$ cat src/rtl/rr_mux_pkg.sv
// Shared definitions for the round-robin registered multiplexer.
//   DEF_WIDTH / DEF_N : default data width and channel count
//   ostate_t          : output-stage state (EMPTY = no word held, FULL = word held)
package rr_mux_pkg;

    localparam int DEF_WIDTH = 16;
    localparam int DEF_N     = 8;

    typedef enum logic {
        EMPTY = 1'b0,
        FULL  = 1'b1
    } ostate_t;

endpackage

$ cat src/rtl/rr_arbiter.sv
// Combinational N-way arbiter: rotating priority starting at ptr, or a forced
// channel when fixed_en=1.
//   req       : per-channel request
//   ptr       : highest-priority channel in rotating mode
//   fixed_en  : 1 = grant only fixed_sel (if requesting)
//   fixed_sel : forced channel
//   gnt       : one-hot grant (all zero when nothing granted)
//   gnt_idx   : index of granted channel (0 when nothing granted)
//   any_gnt   : a grant was issued
module rr_arbiter #(
    parameter  int N    = 8,
    localparam int SELW = $clog2(N)
) (
    input  logic [N-1:0]    req,
    input  logic [SELW-1:0] ptr,
    input  logic            fixed_en,
    input  logic [SELW-1:0] fixed_sel,
    output logic [N-1:0]    gnt,
    output logic [SELW-1:0] gnt_idx,
    output logic            any_gnt
);

    logic [SELW-1:0] cand;

    always_comb begin
        gnt_idx = '0;
        any_gnt = 1'b0;
        cand    = '0;
        if (fixed_en) begin
            if (req[fixed_sel]) begin
                gnt_idx = fixed_sel;
                any_gnt = 1'b1;
            end
        end else begin
            // Scan from the far end back toward ptr so the closest requester
            // (smallest offset) is written last and wins. N is a power of two,
            // so the SELW-bit add wraps modulo N for free.
            for (int k = N - 1; k >= 0; k--) begin
                cand = ptr + SELW'(k);
                if (req[cand]) begin
                    gnt_idx = cand;
                    any_gnt = 1'b1;
                end
            end
        end
        gnt = any_gnt ? (N'(1) << gnt_idx) : '0;
    end

endmodule

$ cat src/rtl/rr_mux_n.sv
// N-channel WIDTH-bit registered multiplexer with valid/ready on every input
// and on the output. Channel choice is round-robin or forced (fixed_en).
//   clock, reset_n       : clock, async active-low reset
//   in_data/in_valid     : channel i data at [i*WIDTH +: WIDTH], per-channel valid
//   in_ready             : per-channel accept, at most one bit high
//   fixed_en/fixed_sel   : forced-select mode and channel
//   out_data/out_sel     : registered word and the channel that supplied it
//   out_valid/out_ready  : output handshake
module rr_mux_n
    import rr_mux_pkg::*;
#(
    parameter  int WIDTH = DEF_WIDTH,
    parameter  int N     = DEF_N,
    localparam int SELW  = $clog2(N)
) (
    input  logic               clock,
    input  logic               reset_n,
    input  logic [N*WIDTH-1:0] in_data,
    input  logic [N-1:0]       in_valid,
    output logic [N-1:0]       in_ready,
    input  logic               fixed_en,
    input  logic [SELW-1:0]    fixed_sel,
    output logic [WIDTH-1:0]   out_data,
    output logic [SELW-1:0]    out_sel,
    output logic               out_valid,
    input  logic               out_ready
);

    ostate_t                    state_q, state_d;
    logic    [SELW-1:0]         rr_ptr;
    logic    [N-1:0]            gnt;
    logic    [SELW-1:0]         gnt_idx;
    logic                       any_gnt;
    logic                       can_load;
    logic                       xfer;
    logic    [N-1:0][WIDTH-1:0] ch;

    assign ch = in_data;

    rr_arbiter #(.N(N)) u_arb (
        .req       (in_valid),
        .ptr       (rr_ptr),
        .fixed_en  (fixed_en),
        .fixed_sel (fixed_sel),
        .gnt       (gnt),
        .gnt_idx   (gnt_idx),
        .any_gnt   (any_gnt)
    );

    assign out_valid = (state_q == FULL);
    // A full register may drain and reload in the same cycle.
    assign can_load  = !out_valid || out_ready;
    // reset_n gates the handshake so no channel sees a ready while in reset.
    assign in_ready  = gnt & {N{can_load & reset_n}};
    assign xfer      = any_gnt & can_load & reset_n;

    always_comb begin
        state_d = state_q;
        case (state_q)
            EMPTY:   if (xfer) state_d = FULL;
            FULL:    if (xfer) state_d = FULL;
                     else if (out_ready) state_d = EMPTY;
            default: state_d = EMPTY;
        endcase
    end

    always_ff @(posedge clock or negedge reset_n) begin
        if (!reset_n) state_q <= EMPTY;
        else          state_q <= state_d;
    end

    always_ff @(posedge clock or negedge reset_n) begin
        if (!reset_n) begin
            out_data <= '0;
            out_sel  <= '0;
            rr_ptr   <= '0;
        end else if (xfer) begin
            out_data <= ch[gnt_idx];
            out_sel  <= gnt_idx;
            // Forced mode leaves the rotation untouched so round-robin resumes
            // where it left off.
            if (!fixed_en) rr_ptr <= gnt_idx + SELW'(1);
        end
    end

endmodule

$ cat config.mk
export PLATFORM = sky130hd
export DESIGN_NAME = rr_mux_n
export DESIGN_NICKNAME = d
export VERILOG_FILES = /design/src/rtl/rr_mux_pkg.sv /design/src/rtl/rr_arbiter.sv /design/src/rtl/rr_mux_n.sv
export SDC_FILE = /design/constraint.sdc
export NUM_CORES = 1
export LEC_CHECK = 0
export ABC_AREA = 1
export CORE_AREA = 2 2 107 109
export CTS_CLUSTER_DIAMETER = 200
export DETAILED_ROUTE_END_ITERATION = 10
export DIE_AREA = 0 0 109 111
export DONT_BUFFER_PORTS = 1
export PLACE_DENSITY_LB_ADDON = 0.3
export SETUP_SLACK_MARGIN = 0.2
export SKIP_CTS_REPAIR_TIMING = 1
export SLEW_MARGIN = 25
export SYNTH_ARGS = -nofsm -noshare
export SYNTH_HDL_FRONTEND = slang
export SYNTH_SLANG_ARGS = --single-unit
export TNS_END_PERCENT = 30
$ cat constraint.sdc
create_clock -name clock -period 3.16 [get_ports clock]
set_input_delay 0.474 -clock clock [delete_from_list [all_inputs] [get_ports clock]]
set_output_delay 0.474 -clock clock [all_outputs]
set_load 0.01 [all_outputs]
==> metrics, run 1 <==
R2R Path End out_data[9]; Seq. cell area 579 sq um; Multi-input gate area 2410 sq um; end point of the critical path in_ready[7]; RSZ-0062 raised after global routing yes; DR iter-0 viols 193; worst vdd rail ir drop 0.687 mV; Crit Path Max Fanout 6; final clock skew 2.15 ps; largest net degree at the start of global routing 65; Syn Nets 742; sequential share of power 0.125; crit start category flip-flop; H-tree levels 1; Non-Filler Instances 739; first-pass GRT wire length 17.1 mm; Leakage 2.00 nW; Final min period 3060 ps; run status complete, no violations; r2r worst-path depth 24; I/O Pins 171; vias in the first global route 3517; Netlist cell types 29; FF-to-FF Start rr_ptr[0]; crit-path cells clkinv_4, ha_4, nand3_2, nand3_2, nand2_4, inv_2, nand3_1, nand3_1, nand2_1, nand2_1, nand2_1, nand2_1, nand2_1, nand2_2, nand2_4, inv_4, nand2_4, inv_2, ha_4, inv_2, nor2_4; Crit Path Category flip-flop to output port; Top delay family on crit path simple AND/OR/NAND/NOR gates; PortBufs 0; flops & latches, synth 23; CP arrival 2590 ps; clk root buf clkbuf_16; slowest stage delay, CP 410 ps; clk sink count 23; Vias/cell 5.22; Int Power 0.00203 W; worst reg2reg setup slack 240 ps; Pins Over Slew Limit 0; DRC viols 0; CTS tree done; Crit path depth 21; GRT Total Usage 0.177; Pwr per Cell Area 1360 nW/um^2; fmax 327 MHz; syn avg cell area 5.25 sq um; final net count 743; Worst-Skew Late Latency 250 ps; total clock buffers created by CTS 3; area of the mapped netlist 3130 sq um; post-DR wirelength/cell 15.6 um; CP max stage cell dfrtp_2; core area 11100 sq um; CP Launch Point rr_ptr[0]; Fill cells 1259; antenna fix cells 0; share of cells above drive strength 1 0.159; 1st-pass router iterations 5; clock network fraction of total power 0.056; starting density of the core 0.283; Req. time, crit path 2690 ps; initial antenna violation count 0; Switch Pwr 0.00292 W; final wirelength 11.5 mm; CP Capture Type output port; WP buf/inv 5; Mapped Cells 596; DIE AREA 12100 sq um; Fin. Hold Viols 0; Worst slew margin 0.591; Sw Share 0.591; Hold Crit Class primary input to asynchronous set/reset pin; Max Cap Viol 0; sequential cell area fraction in the yosys report 0.184; num rows 39; clk slew on worst S/H paths 60 ps; CTS max path bufs 2; Tcrit/Tclk final 0.969; RePlAce Congestion 0.953; area grow syn2layout 16.1%; antenna viol nets, final 0; total placed cells including tap cells 717; DR vias 3859; most used cell, CP nand2_1; final core utilization 0.328; combinational share of power 0.819; DP Wirelength 8.83 mm; actual slew at the worst max-slew pin 613 ps; setup violators final 0; global route overflow 0; Die Height 111 um; Yosys warnings 0; chip width 109 um
[cells in the final DEF, fill, tap and decap left out, types with 3 or more instances in the layout]
master and instances:
nand2_1 325, nand3_1 108, buf_4 27, dfrtp_1 20, nand2_2 12, inv_1 12, inv_2 12, nand3_2 10
nor2_1 8, o21ai_0 7, a21oi_1 7, nand3_4 5, nand2_4 5, nor2_4 3, clkbuf_16 3, dfrtp_2 3
[cell families after synthesis]
kind of cell             after synthesis  synth area share
adder cells (fa/ha/maj)                3            0.0120
AO/OA/AOI/OAI                         22            0.0392
buffers and inverters                 63             0.107
multiplexers                           1           0.00320
XOR/XNOR                               3           0.00839
flip-flops                            23             0.184
AND/OR/NAND/NOR                      481             0.646
[stage by stage]
stage / area (sq um) / total power, W / hold slack (ps) / TNS (ps) / setup slack [ps]
finish: 3630 / 0.00495 / 24.0 / 0 / 98.3
global route: 3630 / 0.00551 / 23.1 / -132 / -53.8
CTS: 3300 / 0.00438 / -96.9 / -83.0 / -83.0
detailed placement: 3220 / 0.00409 / 179 / 0 / 195
global placement: 3220 / 0.00406 / 179 / 0 / 259
floorplan: 3160 / 0.00346 / 178 / 0 / 223
[Yosys cell counts, drive strengths merged]
master	n	area share
a221o	1	0.0032
nor3	1	0.0016
o21a	1	0.0024
inv	28	0.035
nand4	2	0.0040
a31oi	1	0.0020
nand3	123	0.21
mux2i	1	0.0032
a21boi	1	0.0024
clkbuf	6	0.0072
dfrtp	23	0.18
xor2	1	0.0028
ha	3	0.012
o21ai	9	0.014
o22ai	1	0.0020
xnor2	2	0.0056
nand2	342	0.42
nor2	13	0.016
buf	29	0.065
a21oi	8	0.013
[metal layers]
| metal | part of all wire | global-route usage |
|---|---|---|
| met3 | 0.081 | 0.0417 |
| met5 | 0 | 0 |
| met4 | 0.028 | 0.0564 |
| met2 | 0.50 | 0.307 |
| met1 | 0.39 | 0.212 |
[power by group through the flow]
stage,logic [W],registers (W),clock network (W)
after floorplan,0.00292,0.000542,0
after global routing,0.00458,0.000637,0.000299
after CTS,0.00349,0.000610,0.000286
final,0.00405,0.000618,0.000276
after detailed placement,0.00347,0.000612,0
after global placement,0.00344,0.000612,0
[worst min path at each step]
stage / from / end / slack (ps) / cells after the start
after floorplan: reset_n / out_data[0] / 180 / 0
after global placement: reset_n / out_data[15] / 180 / 0
after detailed placement: reset_n / out_data[15] / 180 / 0
after CTS: reset_n / out_data[15] / -100 / 0
after global routing: reset_n / out_data[2] / 20 / 1
final: reset_n / out_data[4] / 20 / 1
[flip-flops by register name (all words and copies together) (netlist names)]
| signal | count |
|---|---|
| rr_ptr | 3 |
| out_data | 16 |
| out_valid | 1 |
| out_sel | 3 |
[final cells by class]
cell class	instances	area share
clock buffer	4	0.0217
inverter	28	0.0337
sequential	23	0.159
timing repair buffer	31	0.0730
tap	143	0.0492
multi-input combinational	510	0.663
No activity file was read; power rests on OpenSTA's default activity.
==> run 2, diff against run 1 <==
Settings changed: DONT_BUFFER_PORTS 1 to not set, HOLD_SLACK_MARGIN set to 0.05, RECOVER_POWER set to 25.
==> metrics, run 2 (synthesis results as in run 1) <==
run status complete, no violations; biggest regs out_data x16, out_sel x3, rr_ptr x3; CP arrival 2600 ps (about the same); RSZ-0062 raised after global routing yes; largest net degree at the start of global routing 66 (+1.5%); Crit Path Max Fanout 6 (unchanged); Hold Path Sink out_sel[2]; actual slew at the worst max-slew pin 1310 ps (+700 ps); WHS Path Cells 2; Final min period 3070 ps (+8.74 ps); Die Height 111 um (unchanged); I/O Pins 171 (unchanged); crit-path cells inv_2, ha_4, inv_8, nand3_4, nand3_4, nand2_4, inv_4, nand2_1, nand2_1, nand2_1, nand2_1, nand2_2, nand2_2, nand2_2, nand3_4, nand2_4, nand2_2, inv_2, ha_4, inv_2, nor2_2, buf_2; DP Wirelength 9.96 mm (+13%); hold path startpoint out_sel[2]; Worst-Skew Late Latency 260 ps (about the same); Worst slew margin 0.125 (-0.467); DIE AREA 12100 sq um (unchanged); final wirelength 12.9 mm (+12%); Vias/cell 4.82 (-7.7%); CP max stage cell dfrtp_2; worst reg2reg setup slack 240 ps (about the same); RePlAce Congestion 0.934 (-1.9%); WP buf/inv 6 (+1); share of cells above drive strength 1 0.177 (+0.0173); Tcrit/Tclk final 0.972 (+0.00276); Largest register FFs 16 (unchanged); CP Capture Type output port; CTS tree done; clk slew on worst S/H paths 60 ps (about the same); starting density of the core 0.283 (unchanged); core area 11100 sq um (unchanged); final net count 928 (+25%); FF-to-FF Start rr_ptr[1]; Max Cap Viol 0 (unchanged); final clock skew 3.62 ps (+1.47 ps); clk root buf clkbuf_16; R2R Path End out_data[10]; CTS max path bufs 2 (unchanged); DR iter-0 viols 176 (-8.8%); Req. time, crit path 2690 ps (about the same); Pins Over Slew Limit 0 (unchanged); Top delay family on crit path simple AND/OR/NAND/NOR gates; Pwr per Cell Area 1040 nW/um^2 (-24%); crit start category flip-flop; post-DR wirelength/cell 14.0 um (-10%); antenna viol nets, final 0 (unchanged); H-tree levels 1 (unchanged); Fin. Hold Viols 0 (unchanged); placed cell area 5120 sq um (+59%); GRT Total Usage 0.205 (+0.0275); Crit Path Category flip-flop to output port; final instance area 5490 sq um (+51%); Hold Crit Class flip-flop to flip-flop; fmax 326 MHz (-0.28%); area grow syn2layout 75.4%; num rows 39 (unchanged); clk sink count 23 (unchanged); most frequent cells in the layout 315 x nand2_1, 155 x clkdlybuf4s50_1, 97 x nand3_1; initial antenna violation count 1 (+1); slowest stage delay, CP 420 ps (about the same); total clock buffers created by CTS 3 (unchanged); Leakage 2.81 nW (+40%); global route overflow 0 (unchanged); DRC viols 0 (unchanged); chip width 109 um (unchanged); 1st-pass router iterations 4 (-1); antenna fix cells 0 (unchanged); r2r worst-path depth 23 (-4.2%); first-pass GRT wire length 20.0 mm (+17%); worst vdd rail ir drop 0.463 mV (-33%); PortBufs 170 (+170); DR vias 4455 (+15%); most common cell after layout, fill and taps aside nand2_1; vias in the first global route 4229 (+20%); setup violators final 0 (unchanged); Most flops, register out_data; final core utilization 0.496 (+0.168)
## run 2: worst max path at each step
stage	slack, ps	endpoint	cells past startpoint	start
CTS	-380	in_ready[7]	22	rr_ptr[1]
global route	-60	in_ready[7]	22	rr_ptr[1]
floorplan	220	in_ready[7]	24	rr_ptr[0]
finish	90	in_ready[7]	22	rr_ptr[1]
global placement	-310	in_ready[7]	21	in_valid[3]
detailed placement	-310	in_ready[7]	21	in_valid[5]
## run 2: worst min-delay path: cells and delay by family (launching register included)
family        cells  cell delay (ps)
simple gates      2              100
flops             1              340
## run 2: per-stage QoR
step / hold slack (ps) / std cells / total power (W) / setup WS, ps / TNS, ps
4_1_cts: 481 / 919 / 0.00511 / -384 / -2390
3_3_place_gp: 469 / 915 / 0.00481 / -314 / -2170
3_5_place_dp: 464 / 915 / 0.00481 / -308 / -2130
6_report: 478 / 924 / 0.00570 / 89.6 / 0
5_1_grt: 502 / 924 / 0.00629 / -57.3 / -296
2_1_floorplan: 178 / 596 / 0.00346 / 223 / 0
## run 2: power by group
group	leakage, nW	total [W]	switching [W]	internal [W]
registers	0.286	0.000524	0.0000962	0.000428
clock network	0.0382	0.000279	0.000107	0.000172
logic	2.48	0.00489	0.00294	0.00196
## run 2: per-layer routing
metal  global-route usage  vias to the layer above  routed length (um)
li1                     -                     2270                   -
met1                0.247                     2022                5200
met2                0.370                      144                6660
met3               0.0435                       17                 854
met4               0.0359                        2                 192
met5                    0                        -                  12
## run 2: cell type report
cell class,count,area (sq um)
Fill cell,1159,5580
Multi-Input combinational cell,510,2510
Tap cell,143,179
Sequential cell,23,578
Clock buffer,4,78.8
Timing Repair Buffer,216,2030
Inverter,28,123
==> run 3, diff against run 2 <==
Settings changed: CORE_AREA 2 2 107 109 to 2 2 101 103, DIE_AREA 0 0 109 111 to 0 0 103 105, SKIP_CTS_REPAIR_TIMING 1 to not set, TNS_END_PERCENT 30 to 5.
==> metrics, run 3 (synthesis results as in run 1) <==
final instance area 5420 sq um (-1.3%); core area 9640 sq um (-13%); Tcrit/Tclk final 0.981 (+0.00925); worst vdd rail ir drop 0.670 mV (+45%); Pins Over Slew Limit 0 (unchanged); Int Power 0.00248 W (-3.1%); clk sink count 23 (unchanged); DIE AREA 10800 sq um (-11%); largest net degree at the start of global routing 66 (unchanged); clock network fraction of total power 0.035 (-0.014); most used cell, CP nand2_1; Crit Path Max Fanout 6 (unchanged); I/O Pins 171 (unchanged); DR iter-0 viols 225 (+28%); share of cells above drive strength 1 0.169 (-0.00791); final core utilization 0.563 (+0.0667); 1st-pass router iterations 4 (unchanged); Max Cap Viol 0 (unchanged); clk root buf clkbuf_8; most common cell after layout, fill and taps aside nand2_1; CTS tree done; total placed cells including tap cells 912 (-0.33%); CP arrival 2630 ps (+30 ps); starting density of the core 0.325 (+0.0422); DP Wirelength 10.2 mm (+2.3%); area grow syn2layout 73.2%; biggest regs out_data x16, out_sel x3, rr_ptr x3; Most flops, register out_data; H-tree levels 1 (unchanged); Crit Path Category flip-flop to output port; Worst slew margin 0.148 (+0.0235); fmax 323 MHz (-0.94%); final wirelength 12.5 mm (-3.3%); DRC viols 0 (unchanged); clk slew on worst S/H paths 90 ps (+30 ps); final clock skew 7.62 ps (+4.00 ps); Non-Filler Instances 921 (-0.32%); Leakage 2.75 nW (-2.1%); initial antenna violation count 0 (-1); slowest stage delay, CP 450 ps (+30 ps); final net count 935 (+0.75%); Vias/cell 4.84 (+0.42%); global route overflow 0 (unchanged); actual slew at the worst max-slew pin 1280 ps (-35.2 ps); Req. time, crit path 2690 ps (about the same); Die Height 105 um (-5.4%); setup violators final 0 (unchanged); crit-path cells inv_4, ha_4, inv_6, nand3_2, nand3_2, a21oi_2, nand2_1, nand3_1, nand2_1, nand2_1, nand2_1, nand2_1, nand2_2, nand2_2, nand2_4, inv_4, nand2_2, inv_2, ha_4, inv_2, nor2_4, buf_6; placed cell area 5160 sq um (+0.78%); Sw Share 0.548 (-0.00364); Fin. Hold Viols 0 (unchanged); CP max stage cell dfrtp_2; post-DR wirelength/cell 13.6 um (-3.0%); CP Capture Type output port; DR vias 4459 (+0.090%); vias in the first global route 4361 (+3.1%); first-pass GRT wire length 20.4 mm (+2.4%); combinational share of power 0.870 (+0.011); Switch Pwr 0.00300 W (-4.5%); Final min period 3100 ps (+29.2 ps); CTS max path bufs 2 (unchanged); run status complete, no violations; PortBufs 170 (unchanged); RePlAce Congestion 0.854 (-8.6%); most frequent cells in the layout 318 x nand2_1, 160 x clkdlybuf4s50_1, 107 x nand3_1; antenna viol nets, final 0 (unchanged); Pwr per Cell Area 1010 nW/um^2 (-2.6%); crit start category flip-flop; chip width 103 um (-5.5%); RSZ-0062 raised after global routing yes; total clock buffers created by CTS 3 (unchanged); Largest register FFs 16 (unchanged); Hold Crit Class flip-flop to flip-flop; Worst-Skew Late Latency 270 ps (about the same); # hold bufs at CTS 0; GRT Total Usage 0.231 (+0.0262); num rows 36 (-7.7%); sequential share of power 0.094 (+0.002); antenna fix cells 0 (unchanged)
## run 3: path summary, 6_finish.rpt
kind,startpoint,endpoint,slack [ps],cells past startpoint
setup / recovery,rr_ptr[0],in_ready[7],60,22
min in group asynchronous,reset_n,out_sel[2],1040,2
max in group asynchronous,reset_n,rr_ptr[0],1290,2
setup reg to reg,rr_ptr[1],out_data[11],230,20
hold / removal,out_data[6],out_data[6],500,2
hold reg to reg,out_data[6],out_data[6],500,2
## run 3: layer usage
| metal | track usage | routed length (um) | vias up |
|---|---|---|---|
| li1 | - | - | 2272 |
| met1 | 0.304 | 5080 | 2011 |
| met2 | 0.402 | 6350 | 156 |
| met3 | 0.0274 | 792 | 20 |
| met4 | 0.0461 | 263 | 0 |
| met5 | 0 | 0 | - |
## run 3: power by group through the flow
stage	clock, W	sequential [W]	combinational, W
detailed placement	0	0.000515	0.00431
CTS	0.000198	0.000516	0.00448
finish	0.000194	0.000516	0.00477
global route	0.000211	0.000532	0.00537
floorplan	0	0.000542	0.00292
global placement	0	0.000511	0.00431
## run 3: final cells by class
cell class,count,area (sq um)
clock inverter,1,7.51
tap,133,166
timing repair buffer,223,2080
inverter,28,118
multi-input combinational,510,2430
clock buffer,3,41.3
sequential,23,577
fill,993,4220
## run 3: worst max-delay path, delay by kind of cell, from the launching register on
| family | cells | cell delay, ps |
|---|---|---|
| and+or+nand+nor | 13 | 850 |
| buffers and inverters | 6 | 390 |
| adders and majority gates | 2 | 460 |
| AOI/OAI and AO/OA | 1 | 170 |
| DFF | 1 | 450 |
## run 3: stage by stage
| stage | hold slack, ps | setup TNS [ps] | power (W) | worst slack (ps) |
|---|---|---|---|---|
| floorplan | 178 | 0 | 0.00346 | 223 |
| global placement | 474 | -2220 | 0.00482 | -337 |
| detailed placement | 481 | -2360 | 0.00482 | -354 |
| CTS | 505 | 0 | 0.00519 | 42.2 |
| global route | 526 | -1050 | 0.00611 | -153 |
| finish | 503 | 0 | 0.00548 | 60.3 |
## run 3: timing repair
action                     in CTS  in global routing
buffers inserted                4                  1
pin swaps                      13                 11
setup endpoints to repair      10                 24
gates resized for setup        49                 39
